File: config.mk
export PLATFORM = sky130hd
export DESIGN_NAME = stumps_bist_ctrl
export DESIGN_NICKNAME = d
export VERILOG_FILES = /design/src/rtl/stumps_bist_ctrl.sv
export SDC_FILE = /design/constraint.sdc
export NUM_CORES = 1
export LEC_CHECK = 0
export ABC_AREA = 1
export BUFFER_PORTS_ARGS = -buffer_cell sky130_fd_sc_hd__buf_2
export CORE_MARGIN = 1.5
export CORE_UTILIZATION = 49
export DETAILED_ROUTE_END_ITERATION = 12
export PLACE_DENSITY_LB_ADDON = 0.2
export SYNTH_ARGS = -nofsm -noshare
export SYNTH_HDL_FRONTEND = slang
export SYNTH_SLANG_ARGS = --single-unit
File: constraint.sdc
create_clock -name clk -period 1.5 [get_ports clk]
set_clock_uncertainty 0.1 [all_clocks]
set_input_delay 0.15 -clock clk [delete_from_list [all_inputs] [get_ports clk]]
set_output_delay 0.15 -clock clk [all_outputs]
set_load 0.02 [all_outputs]
File: src/rtl/stumps_bist_ctrl.sv
// STUMPS self-test sequencer: schedules scan shift/capture, LFSR stepping and MISR compaction.
// Outputs are registered decodes of the current state, so they trail the state by one cycle.
module stumps_bist_ctrl #(
    parameter int unsigned CHAIN_LEN = 8,
    parameter int unsigned CNT_W     = 4,
    parameter int unsigned PAT_W     = 8
) (
    input  logic             clk,
    input  logic             rst,
    input  logic             start,
    input  logic             abort,
    input  logic [PAT_W-1:0] num_patterns,
    output logic             TC,
    output logic             lfsr_load,
    output logic             lfsr_en,
    output logic             misr_clr,
    output logic             misr_en,
    output logic             busy,
    output logic             done,
    output logic [PAT_W-1:0] pat_idx
);

    typedef enum logic [2:0] {
        StIdle,
        StInit,
        StShift,
        StCapture,
        StUnload,
        StDone
    } state_e;

    localparam logic [CNT_W-1:0] ShiftLast = CNT_W'(CHAIN_LEN - 1);

    state_e             state_q, state_d;
    logic [CNT_W-1:0]   shift_cnt_q, shift_cnt_d;
    logic [PAT_W-1:0]   pat_cnt_q, pat_cnt_d;
    logic [PAT_W-1:0]   pat_tgt_q, pat_tgt_d;
    logic               aborting;

    logic tc_q, lfsr_load_q, lfsr_en_q, misr_clr_q, misr_en_q, busy_q, done_q;
    logic tc_d, lfsr_load_d, lfsr_en_d, misr_clr_d, misr_en_d, busy_d, done_d;
    logic [PAT_W-1:0] pat_idx_q;

    assign aborting = abort && (state_q != StIdle);

    // State, counters and output registers.
    always_ff @(posedge clk) begin
        if (!rst) begin
            state_q     <= StIdle;
            shift_cnt_q <= '0;
            pat_cnt_q   <= '0;
            pat_tgt_q   <= '0;
            tc_q        <= 1'b0;
            lfsr_load_q <= 1'b0;
            lfsr_en_q   <= 1'b0;
            misr_clr_q  <= 1'b0;
            misr_en_q   <= 1'b0;
            busy_q      <= 1'b0;
            done_q      <= 1'b0;
            pat_idx_q   <= '0;
        end else begin
            state_q     <= state_d;
            shift_cnt_q <= shift_cnt_d;
            pat_cnt_q   <= pat_cnt_d;
            pat_tgt_q   <= pat_tgt_d;
            tc_q        <= tc_d;
            lfsr_load_q <= lfsr_load_d;
            lfsr_en_q   <= lfsr_en_d;
            misr_clr_q  <= misr_clr_d;
            misr_en_q   <= misr_en_d;
            busy_q      <= busy_d;
            done_q      <= done_d;
            pat_idx_q   <= pat_cnt_q;
        end
    end

    // Next-state and counter logic; abort pre-empts every transition.
    always_comb begin
        state_d     = state_q;
        shift_cnt_d = shift_cnt_q;
        pat_cnt_d   = pat_cnt_q;
        pat_tgt_d   = pat_tgt_q;
        if (aborting) begin
            state_d     = StIdle;
            shift_cnt_d = '0;
        end else begin
            case (state_q)
                StIdle: begin
                    if (start) begin
                        state_d   = StInit;
                        pat_tgt_d = num_patterns;
                        pat_cnt_d = '0;
                    end
                end
                StInit: begin
                    shift_cnt_d = '0;
                    state_d     = (pat_tgt_q == '0) ? StDone : StShift;
                end
                StShift: begin
                    if (shift_cnt_q == ShiftLast) begin
                        shift_cnt_d = '0;
                        state_d     = StCapture;
                    end else begin
                        shift_cnt_d = shift_cnt_q + 1'b1;
                    end
                end
                StCapture: begin
                    pat_cnt_d = pat_cnt_q + 1'b1;
                    state_d   = (pat_cnt_d == pat_tgt_q) ? StUnload : StShift;
                end
                StUnload: begin
                    if (shift_cnt_q == ShiftLast) begin
                        shift_cnt_d = '0;
                        state_d     = StDone;
                    end else begin
                        shift_cnt_d = shift_cnt_q + 1'b1;
                    end
                end
                StDone:  state_d = StIdle;
                default: state_d = StIdle;
            endcase
        end
    end

    // Moore output decode of the current state, registered above.
    always_comb begin
        tc_d        = 1'b0;
        lfsr_load_d = 1'b0;
        lfsr_en_d   = 1'b0;
        misr_clr_d  = 1'b0;
        misr_en_d   = 1'b0;
        busy_d      = 1'b0;
        done_d      = 1'b0;
        if (!aborting) begin
            case (state_q)
                StInit: begin
                    lfsr_load_d = 1'b1;
                    misr_clr_d  = 1'b1;
                    busy_d      = 1'b1;
                end
                StShift: begin
                    tc_d      = 1'b1;
                    lfsr_en_d = 1'b1;
                    // First pattern's shift unloads uninitialised chain contents.
                    misr_en_d = (pat_cnt_q != '0);
                    busy_d    = 1'b1;
                end
                StCapture: busy_d = 1'b1;
                StUnload: begin
                    tc_d      = 1'b1;
                    misr_en_d = 1'b1;
                    busy_d    = 1'b1;
                end
                StDone: begin
                    done_d = 1'b1;
                    busy_d = 1'b1;
                end
                default: ;
            endcase
        end
    end

    assign TC        = tc_q;
    assign lfsr_load = lfsr_load_q;
    assign lfsr_en   = lfsr_en_q;
    assign misr_clr  = misr_clr_q;
    assign misr_en   = misr_en_q;
    assign busy      = busy_q;
    assign done      = done_q;
    assign pat_idx   = pat_idx_q;

endmodule

---- Word level (Yosys, flattened, before mapping) ----
Index checks and enable logic that the tools add are counted.
storage, ports and cells
  register bits after elaboration ......... 37
  logic and storage cells ................. 54
  output and inout port bits .............. 15
operators by class
  bitwise operators ....................... 2
  eq/ne operators ......................... 10
  reductions and logical operators ........ 13
  add/sub/neg operators ................... 2
  mux-type cells .......................... 16
operator list
  kind                                            count
  one-hot mux 8 bit (2 select lines)              1
  2-to-1 mux 3 bit                                5
  one-hot mux 3 bit (5 select lines)              1
  AND reduction 3 bit                             3
  adder 8 x 1 -> 8 bit (second input constant)    1
  == test 8 bit                                   1
  zero test 8 bit                                 1
  2-to-1 mux 8 bit                                1
  one-hot mux 4 bit (2 select lines)              1
  nonzero test 8 bit                              1
  == test 3 x 2 -> 1 bit (second input constant)  2
  == test 3 bit (second input constant)           2
  inequality test 2 bit (second input constant)   3
  2-to-1 mux 1 bit                                5
  OR reduction 5 bit                              1
  adder 4 x 1 -> 4 bit (second input constant)    1
  == test 4 x 3 -> 1 bit (second input constant)  1
  2-to-1 mux 4 bit                                1
  nonzero test 2 bit                              2
  OR reduction 2 bit                              2
  == test 3 x 1 -> 1 bit (second input constant)  1
  zero test 3 bit                                 1
  nonzero test 3 bit                              1
  inverter 1 bit                                  2
  2 further kinds                                 2

---- Longest topological paths before layout ----
Gate-level depths: netlist of the first run.
  depth in word-level cells ............... 4
  gate-level depth with buffers ........... 12

---- Worst setup path before layout of the first run ----
Ideal clock, no wire load.
  path kind ............................... register to register
  start ................................... register pat_cnt_q[0]
  end ..................................... register state_q[1]
  data arrival time ....................... 1.372 ns
  clock period less this slack ............ 1.590 ns
  setup slack ............................. -0.090 ns
  cell stages (with the launch flop) ...... 11
  cells stage by stage .................... dfxtp_1 > buf_4 > inv_2 > ha_1 > xor2_1 > nor2_1 > nand3_1 > nor2_1 > nand3_1 > nand2_1 > a21oi_1
between the ends
  cells in the longest elaborated chain, start to end .. 4
ends and longest elaborated chain
  item                                RTL line  RTL
  from (decl)                         36        logic [PAT_W-1:0] pat_cnt_q, pat_cnt_d;
  from (signal assigned)              64        pat_cnt_q <= pat_cnt_d;
  adder 8 x 1 -> 8 bit                108       pat_cnt_d = pat_cnt_q + 1'b1;
  == test 8 bit                       109       state_d = (pat_cnt_d == pat_tgt_q) ? StUnload : StShift;
  2-to-1 mux 3 bit                    109
  one-hot mux 3 bit (5 select lines)  87        case (state_q)
  to (signal assigned)                49        state_q <= StIdle;
  to (signal assigned)                62        state_q <= state_d;
  to (decl)                           34        state_e state_q, state_d;
No other way between the ends.
A chain may end at the register's enable or synchronous reset.

---- Final worst setup path of the first run ----
  start ................................... register pat_cnt_q[1]
  end ..................................... register state_q[1]
Same word-level chain as after synthesis.

==> results of run 1 <==
[cell usage after synthesis, types with 4 or more instances]
cell type | number | area [um2]
a21oi_1 | 13 | 65.1
inv_1 | 32 | 120
nor3_1 | 4 | 20.0
inv_2 | 5 | 18.8
dfxtp_1 | 37 | 741
nor2_2 | 4 | 25.0
nand3_1 | 18 | 90.1
nor2_4 | 4 | 45.0
nor2_1 | 15 | 56.3
nand2_1 | 47 | 176
o22ai_1 | 6 | 37.5
o21ai_0 | 14 | 70.1
[final timing paths]
| check | from | endpoint | slack, ps | cells past startpoint |
|---|---|---|---|---|
| worst max-delay path | pat_cnt_q[1]$_SDFFE_PN0P_ | state_q[1]$_SDFFE_PP0P_ | 20 | 12 |
| worst min-delay path | num_patterns[5] | pat_tgt_q[5]$_SDFFE_PN0P_ | 40 | 3 |
| worst max register to register | pat_cnt_q[1]$_SDFFE_PN0P_ | state_q[1]$_SDFFE_PP0P_ | 20 | 12 |
| worst min register to register | pat_cnt_q[4]$_SDFFE_PN0P_ | pat_idx[4]$_SDFF_PN0_ | 400 | 2 |
[stage by stage]
step                area [um2]  std cells  total power [uW]  setup slack (ps)  util, %
floorplan                 1700        224              2070              1.59        -
global placement          1990        310              2440             -76.9     60.1
detailed placement        1990        310              2460              -100     60.1
CTS                       2160        325              3000              2.81     65.2
global route              2200        325              3270              -154     66.4
finish                    2200        325              3030              22.4     66.4
[critical path, delay by kind of cell, from the launching register on]
family	cells	cell delay, ps
compound gates	1	50
buf+inv	1	110
flops	1	390
simple gates	10	740
[cell type report]
| class | instances | area [um2] | share of cell area (%) |
|---|---|---|---|
| sequential | 37 | 753 | 34.3 |
| multi-input combinational | 146 | 841 | 38.3 |
| timing repair buffer | 52 | 349 | 15.9 |
| clock buffer | 7 | 55.1 | 2.51 |
| inverter | 37 | 141 | 6.44 |
| tap | 46 | 57.6 | 2.62 |
[what timing repair did]
| action | in CTS | in global routing |
|---|---|---|
| endpoints found under the setup margin | 2 | 22 |
| gates resized for setup | 8 | 16 |
| pin swaps | 1 | 3 |
| hold endpoints to repair | 7 | 0 |
| hold buffers | 8 | 0 |
[power by group]
group	switching [uW]	internal, uW	leakage, uW	total [uW]
logic	793	476	0.000686	1270
registers	108	1130	0.000304	1240
clock network	301	221	0.0000314	522
[logic make-up (layout without fill, tap and decap cells)]
logic type      count (synthesis)  after routing  share of synthesized area, %
buf+inv                        41             96                          9.72
compound gates                 40             40                          13.8
flops                          37             37                          44.2
simple gates                  100            100                          28.5
xor+xnor                        3              3                          1.57
fa+ha+maj                       3              3                          2.24
[metal layers]
metal / vias up / wire length (um)
met2: 41 / 1630
li1: 835 / -
met4: 0 / 43
met1: 706 / 1800
met3: 6 / 190
met5: - / 0
[registers in the layout, indices dropped and copies added (netlist names)]
name and cells:
state_q 3, pat_cnt_q 8, busy 1, lfsr_en 1, TC 1, pat_tgt_q 8, shift_cnt_q 4, pat_idx 8
done 1, misr_en 1, misr_clr 1
==> impl_metrics.toml, run 1 <==
[global_route]
grtUsageMet1_pct = 30.9
grt_pass1_wl_um = 6080
grtUsageMet2_pct = 33.6
grt_max_degree = 16
overflow = 0
grt_use_total_pct = 22.1
gr-max-usage-layer = "met2"
antenna_found_initial = 0
met3_usage_pct = 5.88
grt_pass1_vias = 1364

[timing]
holdWs_ps = 40.9
tightest_slew_ps = 309
maxSlewViolCount = 0
finalSetupTns_ps = 0
setup_viol_count_final = 0
relSlewSlack_pct = 79.3
fmax_mhz = 677
hold_viol = 0
min_period_ps = 1480
rsz0062_at_grt = "yes"
fin_crit_sh_pct = 98.5

[finish]
layout_common_cells = "nand2_1, dfxtp_1, inv_1"
final_layout_size_suffix_gt1_share_pct = 31.5
diodes = 0
nFillCells = 305
area_delta_synth_final_pct = 31.2
nets = 294
final_common_cell = "nand2_1"

[clock_network]
clockBufferDepth = 2
cts_buffers = 5
clock_latency_ps = 340
path_clk_slew_ps = 90
post_cts_buffers = 0
htreeDepth = 2
cts_tree = "done"
clockRootBuffer = "clkbuf_4"
clock-sinks = 37

[pwr]
ir_drop_v = 0.000948
p_per_area_nw_per_um2 = 1380
leakagePower_uw = 0.00102

[critical_path]
path_cells = "buf_6 -> nand2_4 -> nor2_4 -> nand2_2 -> nand2_2 -> nand2_2 -> nand2_1 -> nand2_1 -> nor2_2 -> nand3_1 -> nand2_1 -> a21oi_1"
slowest_stage = "dfxtp_4"
path_class = "reg2reg"
required_ps = 1640
cp_max_fo = 4
crit_arrival_ps = 1620
cpPeakStageDelay_ps = 390
endpoint_kind = "flip-flop"
cp-start-kind = "flip-flop"

[logic_synthesis]
avgSynthCellArea_um2 = 7.47
netlist_area_um2 = 1670
yosysWarnings = 0
ys_ff_latch = 37
synth-seq-area-share_pct = 44.2
ys_types = 30
synthFlopType = "dfxtp_1"
synthCells = 224
async_flop_share_pct = 0
synth_edf_count = 0
syn-num-nets = 239

[placed_design]
place_congestion = 0.875
portBuffers = 26
place_hpwl_um = 2760

[detailed_routing]
drc = 0
antenna_left = 0
drt-initial-drc-count = 58
first_pass_iters = 4
wl_per_cell_um = 11.3
vias = 1588
totalWireLength_um = 3660
via_per_inst = 4.89

[floorplan]
fp-row-count = 21
die_x_um = 61.5
dieArea_um2 = 3780
design.core.area_um2 = 3310
die_h_um = 61.5
ios = 27
start_util_pct = 50.6

[run]
max-cap-violations = 0

[min_path]
hold_path.class = "in2reg"

[run_status]
status = "complete, no violations"
(Power assumes the default switching activity.)
==> run 2, diff against run 1 <==
Settings changed: REMOVE_ABC_BUFFERS from default to 1.
==> impl_metrics.toml, run 2 (synthesis gave the netlist of run 1 again) <==
[run_status]
violations = "negative setup slack"
status = "finished, violations left"

[finish]
final_layout_size_suffix_gt1_share_pct = 33.6
final_common_cell = "nand2_1"
postLayoutCellArea_um2 = 2260
nets = 301
diodes = 0
area_delta_synth_final_pct = 35.0
layout_common_cells = "nand2_1, dfxtp_1, inv_1"
final_cells = 332

[detailed_routing]
drc = 0
via_per_inst = 4.89
totalWireLength_um = 3920
wl_per_cell_um = 11.8
drt-initial-drc-count = 68
antenna_left = 0
first_pass_iters = 4
vias = 1623

[timing]
min_period_ps = 1550
fmax_mhz = 647
hold_viol = 0
maxSlewViolCount = 0
fin_crit_sh_pct = 103
setup_slack_ps = -45.8
rsz0062_at_grt = "yes"
relSlewSlack_pct = 82.4
setup_viol_count_final = 2
finalSetupTns_ps = -61.4
tightest_slew_ps = 263
holdWs_ps = 20.9

[floorplan]
design.core.area_um2 = 3310
die_h_um = 61.5
ios = 27
die_x_um = 61.5
dieArea_um2 = 3780
start_util_pct = 50.6
fp-row-count = 21

[critical_path]
reg2reg_slack_ps = -50
required_ps = 1640
path_class = "reg2reg"
crit_arrival_ps = 1690
cp-start-kind = "flip-flop"
cp_max_fo = 4
endpoint_kind = "flip-flop"

[global_route]
overflow = 0
antenna_found_initial = 0
grt_pass1_wl_um = 6040
grt_pass1_vias = 1354
grt_max_degree = 16
grt_use_total_pct = 22.4

[clock_network]
path_clk_slew_ps = 100
clock-sinks = 37
clock_latency_ps = 340
cts_tree = "done"
cts_buffers = 5
clockBufferDepth = 2
htreeDepth = 2
clockRootBuffer = "clkbuf_4"

[placed_design]
portBuffers = 26
dp.cells = 313
place_congestion = 0.891
place_hpwl_um = 2770
placed_cell_area_um2 = 2000

[min_path]
hold_path.class = "in2reg"

[run]
max-cap-violations = 0

[pwr]
p_per_area_nw_per_um2 = 1350
leakagePower_uw = 0.00106
power_uw = 3040
ir_drop_v = 0.000844
-- run 2: cell types whose count changed in the layout (fill, tap and decap cells not counted), sizes merged --
cell / delta
buf: +6
dlygate4sd3: +1
-- run 2: stage by stage --
step,util (%),worst slack [ps]
finish,68.3,-45.8
detailed placement,60.3,-129
global route,68.3,-141
CTS,67.1,-22.7
global placement,60.3,-105
floorplan,-,-120
-- run 2: path summary, 6_finish.rpt --
path,start,end,depth (start not counted)
setup / recovery,pat_cnt_q[0]$_SDFFE_PN0P_,state_q[1]$_SDFFE_PP0P_,12
hold reg to reg,pat_tgt_q[1]$_SDFFE_PN0P_,pat_tgt_q[1]$_SDFFE_PN0P_,2
hold / removal,rst,pat_tgt_q[0]$_SDFFE_PN0P_,3
setup reg to reg,pat_cnt_q[0]$_SDFFE_PN0P_,state_q[1]$_SDFFE_PP0P_,12
-- run 2: report_power, final --
group,switching [uW],internal (uW)
registers,109,1130
clock network,310,221
logic,792,485
total,1210,1830
-- run 2: area by class of cell --
class | count | area (um2)
Sequential cell | 37 | 757
Tap cell | 46 | 57.6
Inverter | 37 | 141
Multi-Input combinational cell | 146 | 841
Timing Repair Buffer | 59 | 408
Fill cell | 290 | 1050
Clock buffer | 7 | 55.1
-- run 2: metal layers --
layer | routed length (um) | share of wire [%] | GRT usage (%) | vias up
met4 | 51 | 1.3 | 7.29 | 0
met2 | 1790 | 46 | 35.6 | 44
met5 | 0 | 0 | 0 | -
li1 | - | - | - | 860
met1 | 1910 | 49 | 29.5 | 713
met3 | 165 | 4.2 | 6.30 | 6
-- run 2: worst max-delay path, stage by stage, from the launching register on --
cell and delay, ps:
dfxtp_4 380, ha_4 170, buf_6 120, inv_2 40, nand2_2 50, nand2_2 70
nand2_1 40, nand2_1 50, nand3_1 70, nor2_2 140, nand3_1 100, nand2_1 70
a21oi_1 50
-- run 2: timing repair --
item / 4_1_cts / 5_1_grt
pin swaps: 13 / 8
hold endpoints to repair: 8 / 0
buffers inserted: 2 / 1
resized for setup: 18 / 13
setup endpoints to repair: 2 / 22
hold buffers: 9 / 0
==> run 3, diff against run 2 <==
==> constraint.sdc (replaced) <==
create_clock -name clk -period 1.5 [get_ports clk]
set_clock_uncertainty 0.1 [all_clocks]
set_input_delay 0.075 -clock clk [delete_from_list [all_inputs] [get_ports clk]]
set_output_delay 0.075 -clock clk [all_outputs]
set_load 0.02 [all_outputs]
==> impl_metrics.toml, run 3 (synthesis gave the netlist of run 1 again) <==
[run_status]
status = "finished, violations left"
violations = "negative setup slack"

[clock_network]
clock_latency_ps = 340
clockRootBuffer = "clkbuf_4"
clockBufferDepth = 2
clock-sinks = 37
cts_buffers = 5
cts_tree = "done"
path_clk_slew_ps = 100
htreeDepth = 2

[critical_path]
crit_path_frequent_cell = "nand2_1"
regToRegEndpoint = "state_q[1]$_SDFFE_PP0P_"
path_class = "reg2reg"
cp-start-kind = "flip-flop"
cpPeakStageDelay_ps = 380
required_ps = 1640
slowest_stage = "dfxtp_4"
cp-endpoint = "state_q[1]$_SDFFE_PP0P_"
reg2reg_slack_ps = -50
path_cells = "ha_4 -> buf_6 -> inv_2 -> nand2_2 -> nand2_2 -> nand2_1 -> nand2_1 -> nand3_1 -> nor2_2 -> nand3_1 -> nand2_1 -> a21oi_1"
ff2ff_path_depth = 12
crit_arrival_ps = 1690
endpoint_kind = "flip-flop"
startpoint = "pat_cnt_q[0]$_SDFFE_PN0P_"
cp_max_fo = 4
r2r-start = "pat_cnt_q[0]$_SDFFE_PN0P_"

[finish]
diodes = 0
nFillCells = 290
area_delta_synth_final_pct = 35.6
final_layout_size_suffix_gt1_share_pct = 33.4
final_common_cell = "nand2_1"
layout_common_cells = "nand2_1, dfxtp_1, inv_1"
seqCellArea_um2 = 757
multi_input_area_um2 = 841
nets = 302

[global_route]
antenna_found_initial = 0
grt_use_total_pct = 22.6
overflow = 0
gr-max-usage-layer = "met2"
met3_usage_pct = 6.30
grtUsageMet1_pct = 29.7
grtUsageMet2_pct = 36.2
grt_pass1_vias = 1364
grt_max_degree = 16
grt_pass1_wl_um = 6100

[floorplan]
fp-row-count = 21
die_h_um = 61.5
ios = 27
die_x_um = 61.5
dieArea_um2 = 3780
design.core.area_um2 = 3310
start_util_pct = 50.6

[pwr]
power_uw = 3050
switchingPower_uw = 1210
clock_power_share_pct = 17.4
seq_power_share_pct = 40.5
combPwrFrac_pct = 42.0
ir_drop_v = 0.000844
p_sw_share_pct = 39.8
leakagePower_uw = 0.00106
p_per_area_nw_per_um2 = 1340
p_int_uw = 1840

[timing]
setup_viol_count_final = 2
fin_crit_sh_pct = 103
maxSlewViolCount = 0
finalSetupTns_ps = -62.1
tightest_slew_ps = 263
min_period_ps = 1550
relSlewSlack_pct = 82.4
hold_viol = 0
setup_slack_ps = -46.2
rsz0062_at_grt = "yes"
fmax_mhz = 647

[detailed_routing]
first_pass_iters = 4
drc = 0
totalWireLength_um = 3950
antenna_left = 0
drt-initial-drc-count = 66
via_per_inst = 4.89
wl_per_cell_um = 11.9
vias = 1627

[min_path]
hold_path.class = "in2reg"
worstHoldPathCells = 5
hold_start = "abort"

[placed_design]
place_congestion = 0.891
portBuffers = 26
place_hpwl_um = 2770

[run]
max-cap-violations = 0
## run 3: repair_timing
item                       CTS  global route
setup endpoints to repair    2            22
pin swaps                   13             8
gates resized for setup     18            13
hold endpoints to repair     8             0
buffers inserted             2             1
hold buffers                10             0
## run 3: final cells by class
cell class,instances,area share (%)
inverters,37,6.23
repair buffers,60,18.4
clock buffers,7,2.43
well taps,46,2.54
multi-input cells,146,37.0
flip-flops and latches,37,33.4
## run 3: per-layer routing
| metal | up-vias | part of all wire, % |
|---|---|---|
| met1 | 715 | 49 |
| met3 | 6 | 4.2 |
| met2 | 44 | 46 |
| li1 | 862 | - |
| met5 | - | 0 |
| met4 | 0 | 1.3 |
## run 3: through the flow
stage / instance area [um2] / util [%] / hold WS, ps / setup slack, ps / cells
floorplan: 1650 / - / 86.6 / -120 / 220
global placement: 2000 / 60.3 / 248 / -105 / 313
detailed placement: 2000 / 60.3 / 255 / -129 / 313
CTS: 2230 / 67.4 / 105 / -22.7 / 332
global route: 2270 / 68.6 / 153 / -141 / 333
finish: 2270 / 68.6 / 98.7 / -46.2 / 333
## run 3: worst min path at each step
stage | endpoint | slack (ps)
finish | pat_cnt_q[0]$_SDFFE_PN0P_ | 100
global route | pat_cnt_q[0]$_SDFFE_PN0P_ | 150
detailed placement | pat_tgt_q[0]$_SDFFE_PN0P_ | 250
CTS | pat_cnt_q[1]$_SDFFE_PN0P_ | 100
floorplan | pat_idx[0]$_SDFF_PN0_ | 90
global placement | pat_tgt_q[6]$_SDFFE_PN0P_ | 250
## run 3: power groups by stage
stage	sequential [uW]	combinational, uW	clock, uW
2_1_floorplan	1290	746	0
3_3_place_gp	1250	1200	0
3_5_place_dp	1260	1200	0
4_1_cts	1230	1240	548
5_1_grt	1250	1420	585
6_report	1240	1280	531
## run 3: critical path, delay by kind of cell, from the launching register on
| kind | cells | cell delay [ps] |
|---|---|---|
| buffers and inverters | 2 | 160 |
| and+or+nand+nor | 8 | 590 |
| adders and majority gates | 1 | 170 |
| DFF | 1 | 380 |
| AOI/OAI and AO/OA | 1 | 50 |
